**src/rtl/ram_adapter_pkg.sv**
```systemverilog
`default_nettype none
// ============================================================================
// Module      : ram_adapter_pkg
// Description : Shared types and helpers for ram_1p_host_adapter: response
//               kind enum, response record and byte-enable expansion.
// Revision    : 1.0 - initial release
// ============================================================================
package ram_adapter_pkg;

   // Data width carried by a response record; the adapter's Width must match.
   localparam int unsigned DataWidth = 32;

   // Widest byte-enable vector the mask expansion handles.
   localparam int unsigned MaxBeW = 64;

   typedef enum logic [1:0] {
      RSP_READ  = 2'd0,
      RSP_WRITE = 2'd1,
      RSP_ERR   = 2'd2
   } rsp_kind_e;

   typedef struct packed {
      logic [DataWidth-1:0] rdata;
      logic                 err;
   } rsp_t;

   // Bit i of the mask follows byte enable i/8; callers truncate to their width.
   function automatic logic [MaxBeW*8-1:0] expand_be(input logic [MaxBeW-1:0] be);
      logic [MaxBeW*8-1:0] mask;
      for (int i = 0; i < MaxBeW*8; i++) begin
         mask[i] = be[i/8];
      end
      return mask;
   endfunction

endpackage
`default_nettype wire

```
**src/rtl/ram_adapter_rsp_fifo.sv**
```systemverilog
`default_nettype none
// ============================================================================
// Module      : ram_adapter_rsp_fifo
// Description : Synchronous response FIFO, RspDepth entries of Width+1 bits,
//               with occupancy count, full and empty flags.
// Revision    : 1.0 - initial release
// ============================================================================
module ram_adapter_rsp_fifo #(
   parameter  int unsigned Width    = 32,
   parameter  int unsigned RspDepth = 2,
   localparam int unsigned CntW     = $clog2(RspDepth + 1)
) (
   input  logic            clk_i,
   input  logic            rst_ni,
   input  logic            push_i,
   input  logic [Width:0]  wdata_i,
   input  logic            pop_i,
   output logic [Width:0]  rdata_o,
   output logic [CntW-1:0] count_o,
   output logic            full_o,
   output logic            empty_o
);

   localparam int unsigned PtrW = (RspDepth > 1) ? $clog2(RspDepth) : 1;

   logic [Width:0]  mem_q [RspDepth];
   logic [PtrW-1:0] wr_ptr_q, wr_ptr_d;
   logic [PtrW-1:0] rd_ptr_q, rd_ptr_d;
   logic [CntW-1:0] count_q, count_d;

   function automatic logic [PtrW-1:0] next_ptr(input logic [PtrW-1:0] p);
      return (p == PtrW'(RspDepth - 1)) ? '0 : p + PtrW'(1);
   endfunction

   // Pointer and occupancy next-state; simultaneous push and pop keeps count.
   always_comb begin
      wr_ptr_d = push_i ? next_ptr(wr_ptr_q) : wr_ptr_q;
      rd_ptr_d = pop_i  ? next_ptr(rd_ptr_q) : rd_ptr_q;
      count_d  = count_q;
      if (push_i && !pop_i) begin
         count_d = count_q + CntW'(1);
      end else if (!push_i && pop_i) begin
         count_d = count_q - CntW'(1);
      end
   end

   // Storage and pointers; reset clears entries so the head reads zero.
   always_ff @(posedge clk_i or negedge rst_ni) begin
      if (!rst_ni) begin
         for (int i = 0; i < RspDepth; i++) begin
            mem_q[i] <= '0;
         end
         wr_ptr_q <= '0;
         rd_ptr_q <= '0;
         count_q  <= '0;
      end else begin
         if (push_i) begin
            mem_q[wr_ptr_q] <= wdata_i;
         end
         wr_ptr_q <= wr_ptr_d;
         rd_ptr_q <= rd_ptr_d;
         count_q  <= count_d;
      end
   end

   assign rdata_o = mem_q[rd_ptr_q];
   assign count_o = count_q;
   assign full_o  = (count_q == CntW'(RspDepth));
   assign empty_o = (count_q == '0);

endmodule
`default_nettype wire

```
**src/rtl/ram_1p_host_adapter.sv**
```systemverilog
`default_nettype none
// ============================================================================
// Module      : ram_1p_host_adapter
// Description : Valid/ready host front-end for a single-port RAM with one
//               cycle read latency. Requests are admitted only when a response
//               slot is reserved; responses return in order through a FIFO.
//               Optional macro RAM_ADAPTER_RANGE_CHECK_EN turns addresses at or
//               above Depth into error responses instead of aliasing.
// Revision    : 1.0 - initial release
// ============================================================================
module ram_1p_host_adapter
   import ram_adapter_pkg::*;
#(
   parameter int unsigned Width    = DataWidth,
   parameter int unsigned Depth    = 128,
   parameter int unsigned Aw       = $clog2(Depth),
   parameter int unsigned HostAw   = 16,
   parameter int unsigned RspDepth = 2
) (
   input  logic                clk_i,
   input  logic                rst_ni,
   input  logic                req_valid_i,
   output logic                req_ready_o,
   input  logic                req_write_i,
   input  logic [HostAw-1:0]   req_addr_i,
   input  logic [Width-1:0]    req_wdata_i,
   input  logic [Width/8-1:0]  req_be_i,
   output logic                rsp_valid_o,
   input  logic                rsp_ready_i,
   output logic [Width-1:0]    rsp_rdata_o,
   output logic                rsp_err_o,
   output logic                ram_req_o,
   output logic                ram_write_o,
   output logic [Aw-1:0]       ram_addr_o,
   output logic [Width-1:0]    ram_wdata_o,
   output logic [Width-1:0]    ram_wmask_o,
   input  logic                ram_rvalid_i,
   input  logic [Width-1:0]    ram_rdata_i
);

   localparam int unsigned CntW  = $clog2(RspDepth + 1);
   localparam int unsigned UsedW = CntW + 1;

   logic             accept;
   logic             in_range;
   logic             stage_valid_q, stage_valid_d;
   rsp_kind_e        stage_kind_q, stage_kind_d;
   rsp_t             push_rsp;
   rsp_t             head_rsp;
   logic [Width:0]   head_raw;
   logic             pop;
   logic [CntW-1:0]  fifo_count;
   logic             fifo_full;
   logic             fifo_empty;
   logic [UsedW-1:0] used;

`ifdef RAM_ADAPTER_RANGE_CHECK_EN
   // One extra bit keeps the compare exact even when Depth == 2**HostAw.
   localparam logic [HostAw:0] DepthExt = (HostAw + 1)'(Depth);
   assign in_range  = ({1'b0, req_addr_i} < DepthExt);
   assign rsp_err_o = head_rsp.err;
`else
   logic unused_err;
   assign in_range   = 1'b1;
   assign rsp_err_o  = 1'b0;
   assign unused_err = head_rsp.err;
`endif

   // Host address bits above the RAM address only matter to the range check.
   if (HostAw > Aw) begin : g_addr_hi
      logic unused_addr_hi;
      assign unused_addr_hi = ^req_addr_i[HostAw-1:Aw];
   end

   // Credit: slots held by the FIFO and the stage, minus one freed by this pop.
   assign pop         = !fifo_empty && rsp_ready_i;
   assign used        = UsedW'(fifo_count) + UsedW'(stage_valid_q);
   assign req_ready_o = rst_ni && ((used - UsedW'(pop)) < UsedW'(RspDepth));
   assign accept      = req_valid_i && req_ready_o;

   // RAM request path is purely combinational from the host channel.
   assign ram_req_o   = accept && in_range;
   assign ram_write_o = req_write_i;
   assign ram_addr_o  = req_addr_i[Aw-1:0];
   assign ram_wdata_o = req_wdata_i;
   assign ram_wmask_o = Width'(expand_be(MaxBeW'(req_be_i)));

   // Classify the accepted request so the stage knows what to push next cycle.
   always_comb begin
      stage_valid_d = accept;
      stage_kind_d  = stage_kind_q;
      if (accept) begin
         if (!in_range) begin
            stage_kind_d = RSP_ERR;
         end else if (req_write_i) begin
            stage_kind_d = RSP_WRITE;
         end else begin
            stage_kind_d = RSP_READ;
         end
      end
   end

   // One-entry stage aligning the request with the RAM's late read data.
   always_ff @(posedge clk_i or negedge rst_ni) begin
      if (!rst_ni) begin
         stage_valid_q <= 1'b0;
         stage_kind_q  <= RSP_READ;
      end else begin
         stage_valid_q <= stage_valid_d;
         stage_kind_q  <= stage_kind_d;
      end
   end

   // Build the response record; only reads carry data.
   always_comb begin
      push_rsp.rdata = '0;
      push_rsp.err   = 1'b0;
      case (stage_kind_q)
         RSP_READ: push_rsp.rdata = ram_rdata_i;
         RSP_ERR:  push_rsp.err   = 1'b1;
         default:  ;
      endcase
   end

   ram_adapter_rsp_fifo #(
      .Width    (Width),
      .RspDepth (RspDepth)
   ) u_rsp_fifo (
      .clk_i   (clk_i),
      .rst_ni  (rst_ni),
      .push_i  (stage_valid_q),
      .wdata_i (push_rsp),
      .pop_i   (pop),
      .rdata_o (head_raw),
      .count_o (fifo_count),
      .full_o  (fifo_full),
      .empty_o (fifo_empty)
   );

   assign head_rsp    = rsp_t'(head_raw);
   assign rsp_valid_o = !fifo_empty;
   assign rsp_rdata_o = head_rsp.rdata;

   // The RAM must return data for every read the stage is retiring.
   a_read_has_rvalid : assert property (@(posedge clk_i) disable iff (!rst_ni)
      (stage_valid_q && stage_kind_q == RSP_READ) |-> ram_rvalid_i);

   // Credit accounting guarantees the FIFO is never pushed while full.
   a_no_overflow : assert property (@(posedge clk_i) disable iff (!rst_ni)
      (stage_valid_q && fifo_full) |-> pop);

endmodule
`default_nettype wire

```
**config.mk**
```make
export PLATFORM = sky130hd
export DESIGN_NAME = ram_1p_host_adapter
export DESIGN_NICKNAME = d
export VERILOG_FILES = /design/src/rtl/ram_adapter_pkg.sv /design/src/rtl/ram_adapter_rsp_fifo.sv /design/src/rtl/ram_1p_host_adapter.sv
export SDC_FILE = /design/constraint.sdc
export NUM_CORES = 1
export LEC_CHECK = 0
export ABC_AREA = 1
export BUFFER_PORTS_ARGS = -buffer_cell sky130_fd_sc_hd__buf_2
export CORE_MARGIN = 5
export CORE_UTILIZATION = 42
export DETAILED_ROUTE_END_ITERATION = 16
export HOLD_SLACK_MARGIN = 0.02
export PLACE_DENSITY = 0.75
export SLEW_MARGIN = 15
export SYNTH_ARGS = -nofsm -noshare
export SYNTH_HDL_FRONTEND = slang
export SYNTH_SLANG_ARGS = --single-unit
```
**constraint.sdc**
```tcl
create_clock -name clk_i -period 2.65 [get_ports clk_i]
set_input_delay 0.53 -clock clk_i [delete_from_list [all_inputs] [get_ports clk_i]]
set_output_delay 0.53 -clock clk_i [all_outputs]
set_load 0.005 [all_outputs]
```
==> impl_metrics.py, run 1 <==
metrics = {
    "place": {
        "portBuffers": 72,
        "dp_hpwl_um": 5260,
        "place_area_mm2": 0.00384,
        "gp_congestion": 0.744,
    },
    "floorplan": {
        "die_w_um": 107,
        "placementRows": 35,
        "initial_utilization_pct": 42.8,
        "ios": 198,
        "fp.coreArea_mm2": 0.00915,
        "die_area_mm2": 0.0114,
        "fp.dieH_um": 107,
    },
    "global_routing": {
        "grt_overflow_total": 0,
        "grt_pass1_vias": 3001,
        "grt_max_degree": 71,
        "grt_util_all_layers_pct": 15.5,
        "grt_antenna_before_repair": 0,
        "grt_pass1_wl_um": 14200,
    },
    "cells_and_area": {
        "antenna_cells": 0,
        "fillers": 916,
        "multiInputGateArea_mm2": 0.00124,
        "fin_nets": 627,
        "drive_above_1_share_pct": 23.8,
        "seq_area_mm2": 0.00175,
        "syn2layout_area_growth_pct": 6.09,
        "fin_area_mm2": 0.00416,
    },
    "critical_path": {
        "r2r_end": "stage_valid_q$_DFF_PN0_",
        "crit_fanout": 2,
        "r2r-start": "u_rsp_fifo.count_o[0]$_DFFE_PN0P_",
        "arrival_ns": 2.35,
        "crit_required_ns": 2.12,
        "r2r_slack_ns": -0.14,
        "cp-end-kind": "output pin",
        "crit_path_start_kind": "register",
        "reg2reg_depth": 19,
        "crit_type": "reg2out",
    },
    "timing": {
        "skew_ns": 0.00523,
        "clock.fmax_mhz": 347,
        "layout_setup_ws_ns": -0.231,
        "max_slew_margin_pct": 40.5,
        "min_period_ns": 2.88,
        "hold_viol": 0,
        "finalMaxSlewViolations": 0,
        "rsz0062_at_grt": "true",
        "finalSetupViolations": 3,
        "worst_slew_pin_slew_ns": 0.893,
        "min_period_over_period_pct": 109,
    },
    "job": {
        "maxCapViolations": 0,
    },
    "pwr": {
        "powerDensity_mw_per_mm2": 1140,
        "p_leak_nw": 2.30,
        "vdd_drop_max_uv": 601,
        "total_power_mw": 4.76,
    },
    "routing": {
        "drt_iter0_markers": 115,
        "finalWirelength_um": 8270,
        "num_vias": 2997,
        "first_pass_iters": 4,
        "viasPerCell": 4.62,
        "wire_per_inst_um": 12.7,
        "ant_nets": 0,
        "drc": 0,
    },
    "synth": {
        "yosysWarnings": 0,
        "syn-cell-area_mm2": 0.00392,
        "yosysSeqAreaShare_pct": 44.7,
        "synth.avg_cell_area_um2": 7.53,
        "syn-num-nets": 614,
        "ys.flop_type": "dfrtp_1",
        "netlist_instances": 521,
        "ys_ff_latch": 70,
        "synth_cell_type_count": 22,
        "synth_edf_count": 0,
        "synth-async-reset-ratio_pct": 100,
    },
    "clocking": {
        "cts_tree": "yes",
        "cts.sinks": 70,
        "htree_levels": 3,
        "clk_path_buf_depth": 2,
        "cts.clk_slew.worst_paths_ns": 0.07,
        "cts_root_buf": "clkbuf_8",
        "clkLatencyLatePin_ns": 0.34,
        "numCtsBuffers": 9,
    },
    "run_status": {
        "status": "complete, but fails checks",
        "violations": "setup timing",
    },
    "hold_path": {
        "hold_class": "in2async",
    },
}
worst max-delay path: stages, from the launching register on:
cell and delay (ns):
dfrtp_1 0.39, inv_2 0.07, nand2_2 0.06, nand2_2 0.07
inv_2 0.05, ha_4 0.20, or2_4 0.22, fa_1 0.50
nand2_2 0.07, inv_2 0.05, nand4_1 0.14, inv_2 0.09
buf_2 0.11
logic make-up (layout without fill, tap and decap cells):
group,Yosys count,count (layout),synth area share [%]
adders and majority gates,3,3,1.15
AOI/OAI and AO/OA,65,65,8.30
buffers and inverters,170,187,24.5
other,1,1,0.0956
DFF,70,70,44.7
and+or+nand+nor,208,208,20.4
xor gates and xnor gates,4,4,0.894
metrics by stage:
step | hold slack (ns) | std cells | setup TNS [ns] | setup WS, ns | utilization, %
2_1_floorplan | 0.234 | 521 | 0 | 0.0291 | -
3_3_place_gp | 0.461 | 619 | -0.159 | -0.0981 | 41.9
3_5_place_dp | 0.465 | 619 | -0.363 | -0.202 | 41.9
4_1_cts | 0.445 | 652 | -0.954 | -0.287 | 45.7
5_1_grt | 0.475 | 649 | -0.947 | -0.359 | 45.5
6_report | 0.425 | 649 | -0.576 | -0.231 | 45.5
timing repair:
| action | in CTS | in global routing |
|---|---|---|
| pin swaps | 6 | 5 |
| setup endpoints to repair | 2 | 4 |
| resized for setup | 16 | 3 |
| hold buffers | 0 | 0 |
| setup buffers | 18 | 1 |
cell usage in the layout (no fill, tap or decap), types with 2 or more instances in the layout:
| master | n |
|---|---|
| o21ai_1 | 30 |
| inv_1 | 67 |
| inv_2 | 6 |
| nand2_1 | 167 |
| o21ai_0 | 34 |
| buf_2 | 71 |
| xnor2_1 | 2 |
| buf_4 | 19 |
| clkbuf_8 | 9 |
| buf_6 | 7 |
| nand2_2 | 4 |
| dfrtp_1 | 69 |
| nor2_1 | 32 |
| xor2_1 | 2 |
| clkinv_2 | 5 |
| nand4_1 | 2 |
area by class of cell:
cell class,count,area share [%]
multi-input combinational,281,29.7
tap,111,3.34
clock inverter,5,0.662
timing repair buffer,98,14.3
clock buffer,10,3.07
sequential,70,42.1
inverter,74,6.71
power breakdown:
group | leakage (nW) | switching, mW | total, mW | internal [mW]
logic | 1.37 | 1.16 | 2.13 | 0.966
registers | 0.854 | 0.329 | 1.92 | 1.59
clock network | 0.0817 | 0.381 | 0.709 | 0.328
synth_stat cells, types with 3 or more instances:
library cell  instances  share of area, %
nand2_1             171                16
o21ai_1              30               3.8
clkbuf_1              4              0.38
dfrtp_1              70                45
inv_1                72               6.9
o21ai_0              34               4.3
buf_2                14               1.8
buf_4                75                14
nor2_1               32               3.1
buf_6                 3              0.86
registers in the layout, indices dropped and copies added (netlist names):
register	count
u_rsp_fifo.rd_ptr_q	1
stage_kind_q	1
u_rsp_fifo.wr_ptr_q	1
u_rsp_fifo.count_o	2
stage_valid_q	1
u_rsp_fifo.mem_q	64
worst max path at each step:
stage                                           start     endpoint  slack, ns  cells past startpoint
finish              u_rsp_fifo.count_o[0]$_DFFE_PN0P_    ram_req_o      -0.23                     12
global route        u_rsp_fifo.count_o[0]$_DFFE_PN0P_    ram_req_o      -0.36                     12
CTS                 u_rsp_fifo.count_o[0]$_DFFE_PN0P_    ram_req_o      -0.29                     12
floorplan           u_rsp_fifo.count_o[1]$_DFFE_PN0P_  req_ready_o       0.03                     11
detailed placement                        rsp_ready_i  req_ready_o      -0.20                     11
global placement                          rsp_ready_i  req_ready_o       -0.1                     11
metal layers:
layer	GRT usage, %	vias to the layer above	share of wire (%)
li1	-	1504	-
met1	19.4	1383	44
met2	24.7	90	47
met3	4.52	20	6.5
met4	7.21	0	2.0
met5	0	-	0
Note: power is estimated with default switching activity, not from simulation.
==> run 2: changes to the inputs <==
--- a/config.mk
+++ b/config.mk
@@ -5,13 +5,12 @@
 export SDC_FILE = /design/constraint.sdc
 export NUM_CORES = 1
 export LEC_CHECK = 0
-export ABC_AREA = 1
 export BUFFER_PORTS_ARGS = -buffer_cell sky130_fd_sc_hd__buf_2
 export CORE_MARGIN = 5
-export CORE_UTILIZATION = 42
+export CORE_UTILIZATION = 41
 export DETAILED_ROUTE_END_ITERATION = 16
 export HOLD_SLACK_MARGIN = 0.02
-export PLACE_DENSITY = 0.75
+export PLACE_DENSITY = 0.74
 export SLEW_MARGIN = 15
 export SYNTH_ARGS = -nofsm -noshare
 export SYNTH_HDL_FRONTEND = slang
==> impl_metrics.py, run 2 <==
metrics = {
    "run_status": {
        "status": "complete, but fails checks",
        "violations": "setup timing",
    },
    "synth": {
        "synth.avg_cell_area_um2": 9.78,
        "synth_top_family_by_area": "buffers and inverters",
        "yosysWarnings": 0,
        "synthAdderAreaFrac_pct": 1.22,
        "synth-compound-area-share_pct": 8.69,
        "yosys-top-cells-area": "dfrtp_1 48%, buf_4 15%, mux2_2 9.8%",
        "yosysSeqAreaShare_pct": 47.5,
        "synth-xor-area-share_pct": 1.43,
        "yosys.area_share.simple_pct": 13.3,
        "synth_top_area_share_pct": 47.5,
        "syn-num-nets": 470,
        "synth_area_leader_cell": "dfrtp_1",
        "yosys.cell_count.top_type": "buf_4",
        "synth_edf_count": 0,
        "ys_ff_latch": 70,
        "synth_cell_type_count": 21,
        "ys.flop_type": "dfrtp_1",
        "synthTopCellsByCount": "73 x buf_4, 70 x dfrtp_1, 67 x nand2_1",
        "synth-async-reset-ratio_pct": 100,
        "syn-cell-area_mm2": 0.00369,
        "synth_mux_area_share_pct": 10.2,
        "netlist_instances": 377,
    },
    "pwr": {
        "p_seq_share_pct": 40.4,
        "vdd_drop_max_uv": 721,
        "p_clk_share_pct": 17.9,
        "internal_power_mw": 3.15,
        "switching_share_pct": 33.8,
        "switchingPower_mw": 1.61,
        "p_comb_share_pct": 41.7,
        "powerDensity_mw_per_mm2": 1240,
        "p_leak_nw": 1.89,
    },
    "timing": {
        "max_slew_margin_pct": 26.8,
        "finalSetupViolations": 2,
        "whs_ns": 0.440,
        "min_period_over_period_pct": 109,
        "hold_viol": 0,
        "finalMaxSlewViolations": 0,
        "clock.fmax_mhz": 345,
        "worst_slew_pin_slew_ns": 1.10,
        "layout_setup_ws_ns": -0.245,
        "rsz0062_at_grt": "true",
        "skew_ns": 0.0108,
        "min_period_ns": 2.89,
    },
    "critical_path": {
        "crit_type": "reg2out",
        "slowest_stage": "fa_2",
        "arrival_ns": 2.36,
        "crit_required_ns": 2.12,
        "critical_path.max_stage_delay_ns": 0.54,
        "cp_cell_sequence": "or2_4 -> nand2_4 -> inv_2 -> ha_4 -> nand2b_4 -> fa_2 -> nand2_2 -> nor3b_2 -> buf_2",
        "cp-end-kind": "output pin",
        "reg2reg_depth": 10,
        "crit_fanout": 2,
        "crit_path_start_kind": "register",
    },
    "clocking": {
        "numCtsBuffers": 9,
        "clk_path_buf_depth": 2,
        "clkLatencyLatePin_ns": 0.33,
        "cts.clk_slew.worst_paths_ns": 0.07,
        "cts_hold_buf": 0,
        "cts_root_buf": "clkbuf_8",
        "cts_tree": "yes",
        "htree_levels": 3,
        "cts.sinks": 70,
    },
    "cells_and_area": {
        "fin_nets": 468,
        "final_common_cell": "buf_2",
        "syn2layout_area_growth_pct": 4.21,
        "antenna_cells": 0,
        "largest-register": "u_rsp_fifo.mem_q",
        "final_cell_mix": "72 x buf_2, 70 x dfrtp_1, 64 x nand2_1, 63 x o21ai_0",
        "drive_above_1_share_pct": 36.3,
        "stdcell_count": 488,
        "fillers": 862,
        "largest_register_ffs": 64,
    },
    "floorplan": {
        "placementRows": 34,
        "die_area_mm2": 0.0110,
        "fp.coreArea_mm2": 0.00876,
        "ios": 198,
        "initial_utilization_pct": 42.1,
        "fp.dieH_um": 105,
        "die_w_um": 105,
    },
    "routing": {
        "wire_per_inst_um": 13.8,
        "finalWirelength_um": 6730,
        "route.met3.wl_um": 469,
        "top_layer": "met4",
        "drc": 0,
        "drt_iter0_markers": 54,
        "wl_met1_um": 2840,
        "ant_nets": 0,
        "num_vias": 2304,
        "first_pass_iters": 4,
        "route.met2.wl_um": 3360,
        "viasPerCell": 4.72,
    },
    "global_routing": {
        "grt_overflow_total": 0,
        "grt_antenna_before_repair": 0,
        "grt_pass1_vias": 2476,
        "grt_max_degree": 71,
        "grt_util_all_layers_pct": 12.6,
        "grt_pass1_wl_um": 11600,
    },
    "place": {
        "place_inst": 470,
        "gp_congestion": 0.654,
        "portBuffers": 72,
        "dp_hpwl_um": 4360,
    },
    "hold_path": {
        "hold_class": "in2async",
    },
    "job": {
        "maxCapViolations": 0,
    },
}
## run 2: layout make-up
cell class                 instances  area, um^2  area share [%]
sequential                        70        1750            45.6
timing repair buffer              80         420            10.9
clock buffer                      12         155            4.04
tap                              108         135            3.52
clock inverter                     4        45.0            1.17
multi-input combinational        212        1330            34.5
inverter                           2        7.51           0.195
## run 2: cell families (layout without fill, tap and decap cells)
| kind of cell | Yosys count | after routing |
|---|---|---|
| other | 1 | 1 |
| muxes | 33 | 33 |
| adders and majority gates | 3 | 3 |
| xor gates and xnor gates | 6 | 6 |
| and+or+nand+nor | 105 | 105 |
| DFF | 70 | 70 |
| AOI/OAI and AO/OA | 64 | 64 |
| buffers and inverters | 95 | 98 |
## run 2: through the flow
step / total power, mW / instance area [um^2] / TNS, ns / utilization (%) / worst slack, ns
2_1_floorplan: 3.23 / 3690 / 0 / - / 0.0000284
5_1_grt: 5.21 / 3840 / -0.692 / 43.8 / -0.362
4_1_cts: 4.84 / 3840 / -0.584 / 43.8 / -0.305
3_5_place_dp: 3.89 / 3590 / -0.0483 / 41.0 / -0.0483
6_report: 4.76 / 3840 / -0.447 / 43.8 / -0.245
3_3_place_gp: 3.79 / 3590 / -0.0233 / 41.0 / -0.0233
## run 2: repair_timing
action,CTS,global route
pin swaps,7,4
resized for setup,8,0
setup endpoints to repair,2,2
setup buffers,2,0
## run 2: worst max-delay path, delay by kind of cell, from the launching register on
family        cells  cell delay (ns)
fa+ha+maj         2             0.74
simple gates      5             0.73
flops             1             0.38
buf+inv           2             0.19
## run 2: per-layer routing
layer | up-vias | track usage (%)
met3 | 12 | 5.18
met5 | - | 0
met1 | 1075 | 14.5
met4 | 0 | 4.84
met2 | 74 | 21.0
li1 | 1143 | -
## run 2: worst paths after layout
check,from,to,slack [ns]
max,u_rsp_fifo.count_o[1]$_DFFE_PN0P_,ram_req_o,-0.24
max reg2reg,u_rsp_fifo.count_o[1]$_DFFE_PN0P_,stage_kind_q[0]$_DFFE_PN0P_,0.22
min,rst_ni,stage_kind_q[0]$_DFFE_PN0P_,0.44
min reg2reg,u_rsp_fifo.mem_q[11]$_DFFE_PN0P_,u_rsp_fifo.mem_q[11]$_DFFE_PN0P_,0.48
max in group asynchronous,rst_ni,u_rsp_fifo.mem_q[15]$_DFFE_PN0P_,1.64
min in group clk_i,req_write_i,stage_kind_q[0]$_DFFE_PN0P_,0.44
## run 2: power by group through the flow
stage                     Combinational (mW)  Clock, mW  Sequential [mW]
after floorplan                         1.42          0             1.81
after global placement                  1.89          0             1.90
after detailed placement                1.95          0             1.94
after CTS                               2.03      0.888             1.93
after global routing                    2.26      0.942             2.01
final                                   1.99      0.852             1.92
==> run 3: changes to the inputs <==
--- a/config.mk
+++ b/config.mk
@@ -7,10 +7,10 @@
 export LEC_CHECK = 0
 export BUFFER_PORTS_ARGS = -buffer_cell sky130_fd_sc_hd__buf_2
 export CORE_MARGIN = 5
-export CORE_UTILIZATION = 41
+export CORE_UTILIZATION = 35
 export DETAILED_ROUTE_END_ITERATION = 16
 export HOLD_SLACK_MARGIN = 0.02
-export PLACE_DENSITY = 0.74
+export PLACE_DENSITY = 0.65
 export SLEW_MARGIN = 15
 export SYNTH_ARGS = -nofsm -noshare
 export SYNTH_HDL_FRONTEND = slang
==> impl_metrics.py, run 3 (synthesis gave the netlist of run 2 again) <==
metrics = {
    "clocking": {
        "clkLatencyLatePin_ns": 0.34,
        "htree_levels": 3,
        "numCtsBuffers": 9,
        "cts_root_buf": "clkbuf_8",
        "cts_hold_buf": 0,
        "cts_tree": "yes",
        "cts.sinks": 70,
        "cts.clk_slew.worst_paths_ns": 0.08,
        "clk_path_buf_depth": 2,
    },
    "floorplan": {
        "initial_utilization_pct": 35.7,
        "die_area_mm2": 0.0127,
        "die_w_um": 113,
        "placementRows": 37,
        "ios": 198,
        "fp.dieH_um": 113,
        "fp.coreArea_mm2": 0.0103,
    },
    "global_routing": {
        "grt_pass1_wl_um": 12500,
        "grt_overflow_total": 0,
        "grt_pass1_vias": 2584,
        "grt_antenna_before_repair": 0,
        "grt_util_all_layers_pct": 12.3,
        "grt_max_degree": 71,
    },
    "routing": {
        "drc": 0,
        "finalWirelength_um": 7440,
        "wire_per_inst_um": 14.1,
        "drt_iter0_markers": 102,
        "ant_nets": 0,
        "num_vias": 2379,
        "first_pass_iters": 4,
        "viasPerCell": 4.50,
    },
    "critical_path": {
        "r2r_slack_ns": 0.06,
        "crit_required_ns": 2.12,
        "crit_type": "reg2out",
        "crit_fanout": 2,
        "arrival_ns": 2.38,
        "r2r-start": "u_rsp_fifo.count_o[1]$_DFFE_PN0P_",
        "cp-end-kind": "output pin",
        "r2r_end": "stage_kind_q[0]$_DFFE_PN0P_",
        "crit_path_start_kind": "register",
        "reg2reg_depth": 12,
        "worstSetupStartpoint": "u_rsp_fifo.count_o[1]$_DFFE_PN0P_",
    },
    "timing": {
        "worst_slew_pin_slew_ns": 1.12,
        "layout_setup_ws_ns": -0.265,
        "rsz0062_at_grt": "true",
        "max_slew_margin_pct": 25.6,
        "finalMaxSlewViolations": 0,
        "min_period_ns": 2.91,
        "min_period_over_period_pct": 110,
        "finalSetupViolations": 2,
        "setup_tns_ns": -0.370,
        "hold_viol": 0,
        "skew_ns": 0.00712,
        "clock.fmax_mhz": 343,
        "whs_ns": 0.425,
    },
    "pwr": {
        "total_power_mw": 5.00,
        "vdd_drop_max_uv": 396,
        "powerDensity_mw_per_mm2": 1240,
        "p_leak_nw": 1.96,
    },
    "cells_and_area": {
        "final_cell_mix": "71 x buf_2, 69 x dfrtp_1, 64 x nand2_1, 63 x o21ai_0",
        "fin_nets": 481,
        "stdcell_count": 529,
        "final_common_cell": "buf_2",
        "largest-register": "u_rsp_fifo.mem_q",
        "drive_above_1_share_pct": 39.7,
        "antenna_cells": 0,
        "fin_util_pct": 39.1,
        "syn2layout_area_growth_pct": 9.54,
        "fin_area_mm2": 0.00404,
        "largest_register_ffs": 64,
    },
    "job": {
        "maxCapViolations": 0,
    },
    "run_status": {
        "violations": "setup timing",
        "status": "complete, but fails checks",
    },
    "place": {
        "dp_slack_ns": -0.00326,
        "dp_hpwl_um": 4660,
        "place_area_mm2": 0.00365,
        "place_inst": 499,
        "portBuffers": 72,
        "gp_congestion": 0.677,
    },
    "hold_path": {
        "hold_class": "in2async",
    },
}
==> run 3: worst max-delay path, stage by stage (launching register included) <==
cell	delay (ns)
dfrtp_1	0.38
or2_4	0.27
nand2_4	0.06
inv_2	0.04
ha_4	0.20
nand2b_4	0.14
fa_2	0.54
nand2_2	0.06
nor3b_2	0.21
buf_2	0.15
==> run 3: per-layer routing <==
layer  up-vias  GRT usage, %  routed length (um)
li1       1168             -                   -
met1      1106          14.5                3230
met2        81          19.9                3570
met3        24          4.10                 446
met4         0          6.01                 196
met5         -             0                   0
==> run 3: worst max path at each step <==
stage / endpoint
2_1_floorplan: ram_req_o
3_3_place_gp: ram_req_o
3_5_place_dp: ram_req_o
4_1_cts: ram_req_o
5_1_grt: ram_req_o
6_report: ram_req_o
==> run 3: what timing repair did <==
| item | in CTS | in global routing |
|---|---|---|
| endpoints found under the setup margin | 2 | 5 |
| hold endpoints to repair | 0 | 0 |
| resized for setup | 11 | 5 |
| pin swaps | 9 | 7 |
| buffers inserted | 15 | 3 |
==> run 3: layout make-up <==
cell class / instances / area [um^2]
tap: 136 / 170
inverter: 2 / 7.51
fill: 1058 / 6280
timing repair buffer: 93 / 544
multi-input combinational: 212 / 1360
clock inverter: 5 / 57.6
clock buffer: 11 / 151
sequential: 70 / 1750
==> run 3: power breakdown <==
part	total [mW]	internal [mW]	switching [mW]
sequential	1.98	1.60	0.380
combinational	2.12	1.19	0.922
clock	0.903	0.484	0.418
total	5.00	3.27	1.72
